[config.mk]
export PLATFORM = sky130hd
export DESIGN_NAME = bird_motion_controller
export DESIGN_NICKNAME = d
export VERILOG_FILES = /design/src/rtl/bird_motion_controller_pkg.sv /design/src/rtl/bird_motion_controller_flap_edge_detect.sv /design/src/rtl/bird_motion_controller.sv
export SDC_FILE = /design/constraint.sdc
export NUM_CORES = 1
export LEC_CHECK = 0
export CELL_PAD_IN_SITES_DETAIL_PLACEMENT = 0
export CELL_PAD_IN_SITES_GLOBAL_PLACEMENT = 1
export CORE_ASPECT_RATIO = 1.25
export CORE_UTILIZATION = 38
export DETAILED_ROUTE_END_ITERATION = 8
export PLACE_DENSITY_LB_ADDON = 0.1
export SETUP_SLACK_MARGIN = 0.1
export SKIP_LAST_GASP = 1
export SYNTH_ARGS = -nofsm -noshare
export SYNTH_HDL_FRONTEND = slang
export SYNTH_SLANG_ARGS = --single-unit
export TNS_END_PERCENT = 5
[constraint.sdc]
create_clock -name clk -period 3.6 [get_ports clk]
set_clock_uncertainty 0.05 [all_clocks]
set_input_delay 0.72 -clock clk [delete_from_list [all_inputs] [get_ports clk]]
set_output_delay 0.72 -clock clk [all_outputs]
set_load 0.1 [all_outputs]
[src/rtl/bird_motion_controller_pkg.sv]
// Screen geometry, physics defaults and animation codes shared with the
// sprite ROM path.
package bird_motion_controller_pkg;

  typedef enum logic [1:0] {
    ANIM_IDLE = 2'b00,
    ANIM_FLY  = 2'b01,
    ANIM_FALL = 2'b10,
    ANIM_DEAD = 2'b11
  } anim_e;

  localparam logic [10:0] SCR_BIRD_X   = 11'd200;
  localparam logic [10:0] SCR_START_Y  = 11'd240;
  localparam logic [10:0] SCR_TOP_Y    = 11'd16;
  localparam logic [10:0] SCR_GROUND_Y = 11'd464;

  localparam logic signed [7:0] PHY_FLAP_VEL = -8'sd8;
  localparam logic signed [7:0] PHY_GRAVITY  = 8'sd1;
  localparam logic signed [7:0] PHY_MAX_FALL = 8'sd8;

  function automatic logic signed [11:0] sext8(
    input logic signed [7:0] a
  );
    return {{4{a[7]}}, a};
  endfunction

endpackage

[src/rtl/bird_motion_controller_flap_edge_detect.sv]
// Rising-edge detector for the synchronised flap button level.
module flap_edge_detect (
  input  logic i_clk,
  input  logic i_rst,
  input  logic i_level,
  output logic o_rise
);

  logic r_prev;

  always_ff @(posedge i_clk or posedge i_rst) begin
    if (i_rst) r_prev <= 1'b0;
    else       r_prev <= i_level;
  end

  assign o_rise = i_level & ~r_prev;

endmodule

[src/rtl/bird_motion_controller.sv]
// Bird vertical physics and animation FSM, updated once per video frame.
module bird_motion_controller
  import bird_motion_controller_pkg::*;
#(
  parameter logic [10:0]       BIRD_X   = SCR_BIRD_X,
  parameter logic [10:0]       START_Y  = SCR_START_Y,
  parameter logic [10:0]       TOP_Y    = SCR_TOP_Y,
  parameter logic [10:0]       GROUND_Y = SCR_GROUND_Y,
  parameter logic signed [7:0] FLAP_VEL = PHY_FLAP_VEL,
  parameter logic signed [7:0] GRAVITY  = PHY_GRAVITY,
  parameter logic signed [7:0] MAX_FALL = PHY_MAX_FALL
) (
  input  logic        clk,
  input  logic        rst,
  input  logic        frame_tick,
  input  logic        flap,
  input  logic        collide,
  input  logic        start,
  output logic [10:0] bird_h,
  output logic [10:0] bird_v,
  output logic [1:0]  anim_state,
  output logic        game_over
);

  localparam logic signed [11:0] LP_TOP  = {1'b0, TOP_Y};
  localparam logic signed [11:0] LP_GND  = {1'b0, GROUND_Y};
  localparam logic signed [11:0] LP_MAXF = {{4{MAX_FALL[7]}}, MAX_FALL};

  anim_e             r_state;
  anim_e             w_state_nxt;
  logic [10:0]       r_bird_v;
  logic [10:0]       w_v_nxt;
  logic signed [7:0] r_vel;
  logic signed [7:0] w_vel_nxt;
  logic              r_flap_pend;
  logic              w_pend_nxt;
  logic              r_game_over;
  logic              w_go_nxt;

  logic              w_rise;
  logic              w_pend;
  logic              w_fly_tick;
  logic              w_in_air;
  logic              w_hit_top;
  logic              w_hit_gnd;
  logic signed [11:0] w_v_cur;
  logic signed [11:0] w_vel_base;
  logic signed [11:0] w_v_sum;
  logic signed [11:0] w_vel_inc;
  logic signed [11:0] w_vel_sat;
  logic signed [11:0] w_v_dead;
  logic              w_unused;

  flap_edge_detect u_flap_edge (
    .i_clk   (clk),
    .i_rst   (rst),
    .i_level (flap),
    .o_rise  (w_rise)
  );

  // A rise in the tick cycle itself joins the frame's update.
  assign w_pend   = r_flap_pend | w_rise;
  assign w_in_air = (r_state == ANIM_FLY) || (r_state == ANIM_FALL);

  // Leaving IDLE, the flap velocity is used as this frame's velocity.
  assign w_v_cur    = {1'b0, r_bird_v};
  assign w_vel_base = (r_state == ANIM_IDLE) ? sext8(FLAP_VEL)
                                             : sext8(r_vel);
  assign w_v_sum    = w_v_cur + w_vel_base;
  assign w_vel_inc  = w_vel_base + sext8(GRAVITY);
  assign w_vel_sat  = (w_vel_inc > LP_MAXF) ? LP_MAXF : w_vel_inc;
  assign w_hit_top  = w_v_sum < LP_TOP;
  assign w_hit_gnd  = w_v_sum >= LP_GND;
  assign w_v_dead   = w_v_cur + LP_MAXF;

  assign w_unused = ^{w_v_sum[11], w_vel_sat[11:8], w_v_dead[11]};

  always_comb begin
    w_state_nxt = r_state;
    w_v_nxt     = r_bird_v;
    w_vel_nxt   = r_vel;
    w_pend_nxt  = frame_tick ? 1'b0 : w_pend;
    w_fly_tick  = 1'b0;

    unique case (r_state)
      ANIM_IDLE: begin
        w_v_nxt    = START_Y;
        w_vel_nxt  = '0;
        w_fly_tick = frame_tick & w_pend;
      end
      ANIM_FLY, ANIM_FALL: begin
        w_fly_tick = frame_tick;
      end
      ANIM_DEAD: begin
        if (start && r_game_over) begin
          w_state_nxt = ANIM_IDLE;
          w_v_nxt     = START_Y;
          w_vel_nxt   = '0;
        end else if (frame_tick) begin
          w_v_nxt = (w_v_dead >= LP_GND) ? GROUND_Y
                                         : w_v_dead[10:0];
        end
      end
      default: ;
    endcase

    if (w_fly_tick) begin
      if (w_hit_gnd) begin
        w_state_nxt = ANIM_DEAD;
        w_v_nxt     = GROUND_Y;
        w_vel_nxt   = MAX_FALL;
      end else if (w_hit_top) begin
        w_v_nxt   = TOP_Y;
        w_vel_nxt = '0;
      end else begin
        w_v_nxt   = w_v_sum[10:0];
        w_vel_nxt = (w_pend && w_in_air) ? FLAP_VEL
                                         : w_vel_sat[7:0];
      end
      if (!w_hit_gnd) begin
        if (w_pend)              w_state_nxt = ANIM_FLY;
        else if (!w_vel_nxt[7])  w_state_nxt = ANIM_FALL;
      end
    end

    // A pipe hit kills the bird on this edge, tick or not.
    if (collide && w_in_air) begin
      w_state_nxt = ANIM_DEAD;
      w_vel_nxt   = MAX_FALL;
    end

    if (w_state_nxt == ANIM_DEAD) w_pend_nxt = 1'b0;

    w_go_nxt = (w_state_nxt == ANIM_DEAD) && (w_v_nxt == GROUND_Y);
  end

  always_ff @(posedge clk or posedge rst) begin
    if (rst) begin
      r_state     <= ANIM_IDLE;
      r_bird_v    <= START_Y;
      r_vel       <= '0;
      r_flap_pend <= 1'b0;
      r_game_over <= 1'b0;
    end else begin
      r_state     <= w_state_nxt;
      r_bird_v    <= w_v_nxt;
      r_vel       <= w_vel_nxt;
      r_flap_pend <= w_pend_nxt;
      r_game_over <= w_go_nxt;
    end
  end

  assign bird_h     = BIRD_X;
  assign bird_v     = r_bird_v;
  assign anim_state = r_state;
  assign game_over  = r_game_over;

endmodule

==> results of run 1 <==
[where the power goes]
part | internal, mW | switching, mW
sequential | 0.331 | 0.0787
clock | 0.149 | 0.0901
combinational | 0.641 | 0.959
[worst paths after layout]
path	from	endpoint	slack [ps]	cells past startpoint
max	anim_state[1]	r_vel[2]	60	15
min	r_vel[6]	r_vel[6]	490	2
max reg2reg	anim_state[1]	r_vel[2]	60	15
min reg2reg	r_vel[6]	r_vel[6]	490	2
max in group asynchronous	rst	anim_state[0]	1900	2
min in group asynchronous	rst	anim_state[1]	910	2
[flip-flops by register name, summed over array words and instances, names as in the netlist]
register            cells
bird_v                 11
r_vel                   8
anim_state              2
game_over               1
r_flap_pend             1
u_flap_edge.r_prev      1
[cells by family (layout without fill, tap and decap cells)]
kind of cell,count (synthesis),in the layout,share of synthesized area [%]
adder cells (fa/ha/maj),14,14,6.402
AND/OR/NAND/NOR,132,132,25.93
flip-flops,24,24,22.13
XOR/XNOR,6,6,1.920
buffers and inverters,44,102,8.459
other,2,11,0.2745
AO/OA/AOI/OAI,125,125,34.16
multiplexers,2,2,0.7316
[worst min-delay path: cells and delay by family (launching register included)]
family	cells	cell delay (ps)
and+or+nand+nor	1	70
DFF	1	380
AOI/OAI and AO/OA	1	50
[metal layers]
| layer | global-route usage [%] | vias up | routed length, µm |
|---|---|---|---|
| li1 | - | 1434 | - |
| met1 | 29.60 | 1393 | 3843 |
| met2 | 41.93 | 37 | 4591 |
| met3 | 2.170 | 10 | 167 |
| met4 | 6.125 | 0 | 139 |
| met5 | 0 | - | 0 |
[cell type report]
| type | instances | area [µm²] |
|---|---|---|
| Sequential cell | 24 | 613.1 |
| Clock buffer | 3 | 41.29 |
| Clock inverter | 1 | 30.03 |
| Tap cell | 90 | 112.6 |
| Multi-Input combinational cell | 290 | 2211 |
| Fill cell | 729 | 3271 |
| Inverter | 18 | 67.56 |
| Timing Repair Buffer | 80 | 630.6 |
[through the flow]
stage | hold WS (ps) | setup TNS (ps)
after floorplan | 428.0 | -31.59
after global placement | 461.7 | -47.88
after detailed placement | 462.5 | -75.05
after CTS | 482.4 | 0
after global routing | 522.7 | -444.5
final | 487.2 | 0
[placed cells by master (no fill, tap or decap), drive strengths merged, types with 9 or more instances in the layout]
master / Yosys / routed
ha: 14 / 14
o21ai: 24 / 24
dfrtp: 20 / 20
a21oi: 24 / 24
or2: 9 / 9
inv: 18 / 18
a21o: 13 / 13
nor2: 22 / 22
nand3: 11 / 11
buf: 19 / 74
conb: 2 / 11
nand2: 36 / 36
[repair_timing]
item | 4_1_cts | 5_1_grt
gates cloned | 0 | 0
hold endpoints to repair | 0 | 0
buffers inserted | 2 | 10
resized for setup | 12 | 35
endpoints found under the setup margin | 5 | 13
pin swaps | 5 | 21
==> out/qor.txt, run 1 <==
Worst Path Max Fanout - 8
FFs w/ async S/R, synth - 100.0%
Max Freq - 282.2 MHz
Mean Syn Cell Area - 7.841 µm²
Overflow after GRT - 0
Final Util - 53.12%
register area share after synthesis - 22.13%
YS warnings - 0
CTS buffer count - 3
area added between synthesis and finish - 35.44%
Slew headroom - 35.48%
post-synthesis cell area - 2736 µm²
Post-DP HPWL - 6.725 mm
largest cells by area after synthesis - dfrtp_1, ha_1, nand2_1
Routed WL per cell - 17.28 µm
Vert. Die Dim - 96.88 µm
CP delay by family, top - simple AND/OR/NAND/NOR gates
worst slack, placed - -75.05 ps
ys flop type - dfrtp_1
Hold Fails Final Rpt - 0
fin nets - 437
Synth area leader - dfrtp_1
CTS Buffer Depth - 2
drt drc - 0
Critical Path, Cell by Cell - inv_2 > ha_4 > or2_4 > ha_4 > nor2b_4 > and3_4 > a2111oi_4 > or3b_4 > a2111oi_4 > buf_4 > buf_6 > nor4_2 > buf_4 > a31o_4 > a21o_1
Worst setup SP type - flop
Worst Setup Path Type - flop to flop
count leader, synth - nand2_1
Largest stage delay, worst path - 440 ps
Root Driver - clkbuf_8
CTS tree - done
initial antenna violation count - 0
row cnt - 34
RD Place Congestion - 0.8299
PwrDens - 606.8 nW/µm²
Final setup violation count - 0
Placed Cells - 490
WP buf/inv - 4
CTS Hold Bufs - 0
Req. time, crit path - 3720 ps
Clk Latency, worst-skew pair - 270 ps
Final Max Tran Viols - 0
clock tree sinks - 24
Post-synth EDFFs - 0
non-filler cells, final - 506
Starting Density - 39.22%
Clk pin slew, worst setup/hold paths - 90 ps
number of distinct library cells after synthesis - 75
largest net degree at the start of global routing - 25
share of cells above drive strength 1 - 34.86%
Total Power - 2.249 mW
I/O Buffers - 19
crit path DAT - 3660 ps
die area - 7547 µm²
Cells after Synth - 349
leak pwr - 1.717 nW
starting DRC count in detailed routing - 123
Worst Tran Pin Value - 964.8 ps
final worst slack - 56.47 ps
Commonest cells post-synth - nand2_1, a21oi_1, nor2_1
GR Util All Layers - 23.38%
die width - 77.90 µm
final WL - 8.742 mm
fin crit share - 98.43%
Routed Antenna Nets - 0
placed standard-cell area - 3293 µm²
antenna cells - 0
routed via count - 2874
vias in the first global route - 2804
vias per std cell - 5.680
Slowest cell on crit path - or3b_4
min cycle time layout - 3544 ps
unrepaired setup endpoints after global routing - yes
I/O pin count - 31
HP Class - flop to flop
CP Capture Type - flop
status - finished clean
CTS H-Tree Depth - 1
Yosys reg bits - 24
final instance area - 3706 µm²
Max Cap Viol - 0
DR pass1 iterations - 4
core area - 6977 µm²
first-pass GRT wire length - 13.99 mm
area share of the largest cell type after synthesis - 18.29%
maximum vdd drop - 0.3593 mV
(Power assumes the default switching activity.)
==> inputs of run 2 (changes only) <==
--- a/config.mk
+++ b/config.mk
@@ -5,13 +5,14 @@
 export SDC_FILE = /design/constraint.sdc
 export NUM_CORES = 1
 export LEC_CHECK = 0
-export CELL_PAD_IN_SITES_DETAIL_PLACEMENT = 0
+export CELL_PAD_IN_SITES_DETAIL_PLACEMENT = 1
 export CELL_PAD_IN_SITES_GLOBAL_PLACEMENT = 1
 export CORE_ASPECT_RATIO = 1.25
 export CORE_UTILIZATION = 38
 export DETAILED_ROUTE_END_ITERATION = 8
 export PLACE_DENSITY_LB_ADDON = 0.1
 export SETUP_SLACK_MARGIN = 0.1
+export SKIP_CTS_REPAIR_TIMING = 1
 export SKIP_LAST_GASP = 1
 export SYNTH_ARGS = -nofsm -noshare
 export SYNTH_HDL_FRONTEND = slang
==> out/qor.txt, run 2 (synthesis results as in run 1) <==
initial antenna violation count - 0 (unchanged)
R2R setup slack - 1 ps (was 60 ps)
Worst Path Max Fanout - 8 (unchanged)
non-filler cells, final - 498 (was 506)
met3 global-route usage - 1.698% (was 2.170%)
most common cell after layout, fill and taps aside - buf_4 (unchanged)
vias per std cell - 5.789 (was 5.680)
crit path DAT - 3740 ps (was 3660 ps)
area added between synthesis and finish - 26.98% (was 35.44%)
CTS tree - done (unchanged)
fin crit share - 99.97% (was 98.43%)
most frequent cells in the layout - buf_4, nand2_1, a21oi_1 (was buf_4, nand2_1, nor2_1)
Max Cap Viol - 0 (unchanged)
final worst slack - 0.9930 ps (was 56.47 ps)
Starting Density - 39.22% (unchanged)
unrepaired setup endpoints after global routing - yes (unchanged)
maximum vdd drop - 0.3669 mV (was 0.3593 mV)
leak pwr - 1.649 nW (was 1.717 nW)
Worst Tran Pin Value - 966.1 ps (was 964.8 ps)
worst hold path depth - 2 (unchanged)
Req. time, crit path - 3740 ps (was 3720 ps)
row cnt - 34 (unchanged)
clock tree sinks - 24 (unchanged)
starting DRC count in detailed routing - 128 (was 123)
Routed WL per cell - 18.07 µm (was 17.28 µm)
Overflow after GRT - 0 (unchanged)
final WL - 9.001 mm (was 8.742 mm)
Final setup violation count - 0 (unchanged)
Worst Setup Path Type - flop to flop (unchanged)
I/O Buffers - 19 (unchanged)
met1 Usage GRT - 30.11% (was 29.60%)
Total Power - 2.065 mW (was 2.249 mW)
drt drc - 0 (unchanged)
first-pass GRT wire length - 14.45 mm (was 13.99 mm)
Slowest cell on crit path - or3b_4 (unchanged)
CTS buffer count - 3 (unchanged)
antenna cells - 0 (unchanged)
Clk pin slew, worst setup/hold paths - 90 ps (about the same)
die area - 7547 µm² (unchanged)
Top Usage Layer GRT - met2 (unchanged)
HP Class - flop to flop (unchanged)
routed via count - 2883 (was 2874)
vias in the first global route - 2892 (was 2804)
Worst setup SP type - flop (unchanged)
r2r worst-path depth - 14 (was 15)
FF-to-FF End - r_flap_pend (was r_vel[2])
routing usage on met2 - 44.66% (was 41.93%)
CTS H-Tree Depth - 1 (unchanged)
min cycle time layout - 3599 ps (was 3544 ps)
Final Max Tran Viols - 0 (unchanged)
Root Driver - clkbuf_8 (unchanged)
worst slack, placed - -51.49 ps (was -75.05 ps)
GR Util All Layers - 24.04% (was 23.38%)
CTS Buffer Depth - 2 (unchanged)
status - finished clean (unchanged)
Vert. Die Dim - 96.88 µm (unchanged)
CP delay by family, top - simple AND/OR/NAND/NOR gates (unchanged)
die width - 77.90 µm (unchanged)
DR pass1 iterations - 4 (unchanged)
hold endpoint - r_vel[6] (unchanged)
Hold Fails Final Rpt - 0 (unchanged)
fin nets - 429 (was 437)
Clk Latency, worst-skew pair - 270 ps (about the same)
share of cells above drive strength 1 - 29.17% (was 34.86%)
WP buf/inv - 2 (was 4)
RD Place Congestion - 0.8299 (unchanged)
largest net degree at the start of global routing - 25 (unchanged)
Slew headroom - 35.39% (was 35.48%)
I/O pin count - 31 (unchanged)
max FFs per register - 11 (unchanged)
CP Capture Type - flop (unchanged)
Placed Cells - 490 (unchanged)
RR Startpoint - anim_state[0] (was anim_state[1])
Routed Antenna Nets - 0 (unchanged)
Post-DP HPWL - 7.259 mm (was 6.725 mm)
Max Freq - 277.9 MHz (was 282.2 MHz)
hold path startpoint - r_vel[6] (unchanged)
Largest stage delay, worst path - 440 ps (about the same)
core area - 6977 µm² (unchanged)
Critical Path, Cell by Cell - inv_2 > ha_4 > or2_4 > ha_4 > nor2b_4 > and3_4 > a2111oi_4 > or3b_4 > a2111oi_4 > buf_4 > a211oi_1 > a2111o_1 > nand3_1 > nor3b_2 (was inv_2 > ha_4 > or2_4 > ha_4 > nor2b_4 > and3_4 > a2111oi_4 > or3b_4 > a2111oi_4 > buf_4 > buf_6 > nor4_2 > buf_4 > a31o_4 > a21o_1)
PwrDens - 594.4 nW/µm² (was 606.8 nW/µm²)
-- run 2: cell count changes in the layout (fill, tap and decap cells not counted), moves of 2 or more --
cell	previous run	this run
a21oi_1	18	22
a21oi_2	6	2
a2111oi_2	3	1
nand3_1	9	11
nand3_2	2	0
buf_6	4	0
a2111oi_1	0	2
buf_4	70	66
ha_2	3	1
ha_1	7	10
-- run 2: worst min-delay path, cell delays in order, from the launching register on --
cell and delay (ps):
dfrtp_1 370, a31oi_1 50, nor2_1 80
-- run 2: final cells by class --
class / count / area, µm²
fillers: 870 / 3502
inverters: 18 / 67.56
clock buffers: 3 / 41.29
clock inverters: 1 / 30.03
flip-flops and latches: 24 / 613.1
repair buffers: 72 / 555.5
well taps: 90 / 112.6
multi-input cells: 290 / 2054
-- run 2: metal layers --
layer	share of wire, %	vias to the layer above
met5	0	-
met4	0.63	0
met3	1.4	4
met2	53	31
met1	44	1440
li1	-	1408
-- run 2: power breakdown --
part	switching (mW)	internal, mW
sequential	0.0773	0.331
combinational	0.888	0.528
clock	0.0922	0.149
total	1.06	1.01
-- run 2: metrics by stage --
step | utilization [%] | hold WS [ps] | cell area [µm²] | setup TNS, ps
after floorplan | - | 428.0 | 2830 | -31.59
after global placement | 47.20 | 461.7 | 3293 | -47.88
after detailed placement | 47.20 | 472.0 | 3293 | -51.49
after CTS | 48.22 | 493.8 | 3364 | -145.2
after global routing | 49.80 | 515.2 | 3475 | -445.0
final | 49.80 | 496.3 | 3475 | 0
-- run 2: worst max path at each step --
stage,cells after the start,startpoint,endpoint,slack [ps]
2_1_floorplan,14,anim_state[1],game_over,-30
3_3_place_gp,13,anim_state[1],game_over,-50
3_5_place_dp,15,anim_state[0],game_over,-50
4_1_cts,16,anim_state[1],game_over,-130
5_1_grt,14,anim_state[0],r_flap_pend,-110
6_report,14,anim_state[0],r_flap_pend,1
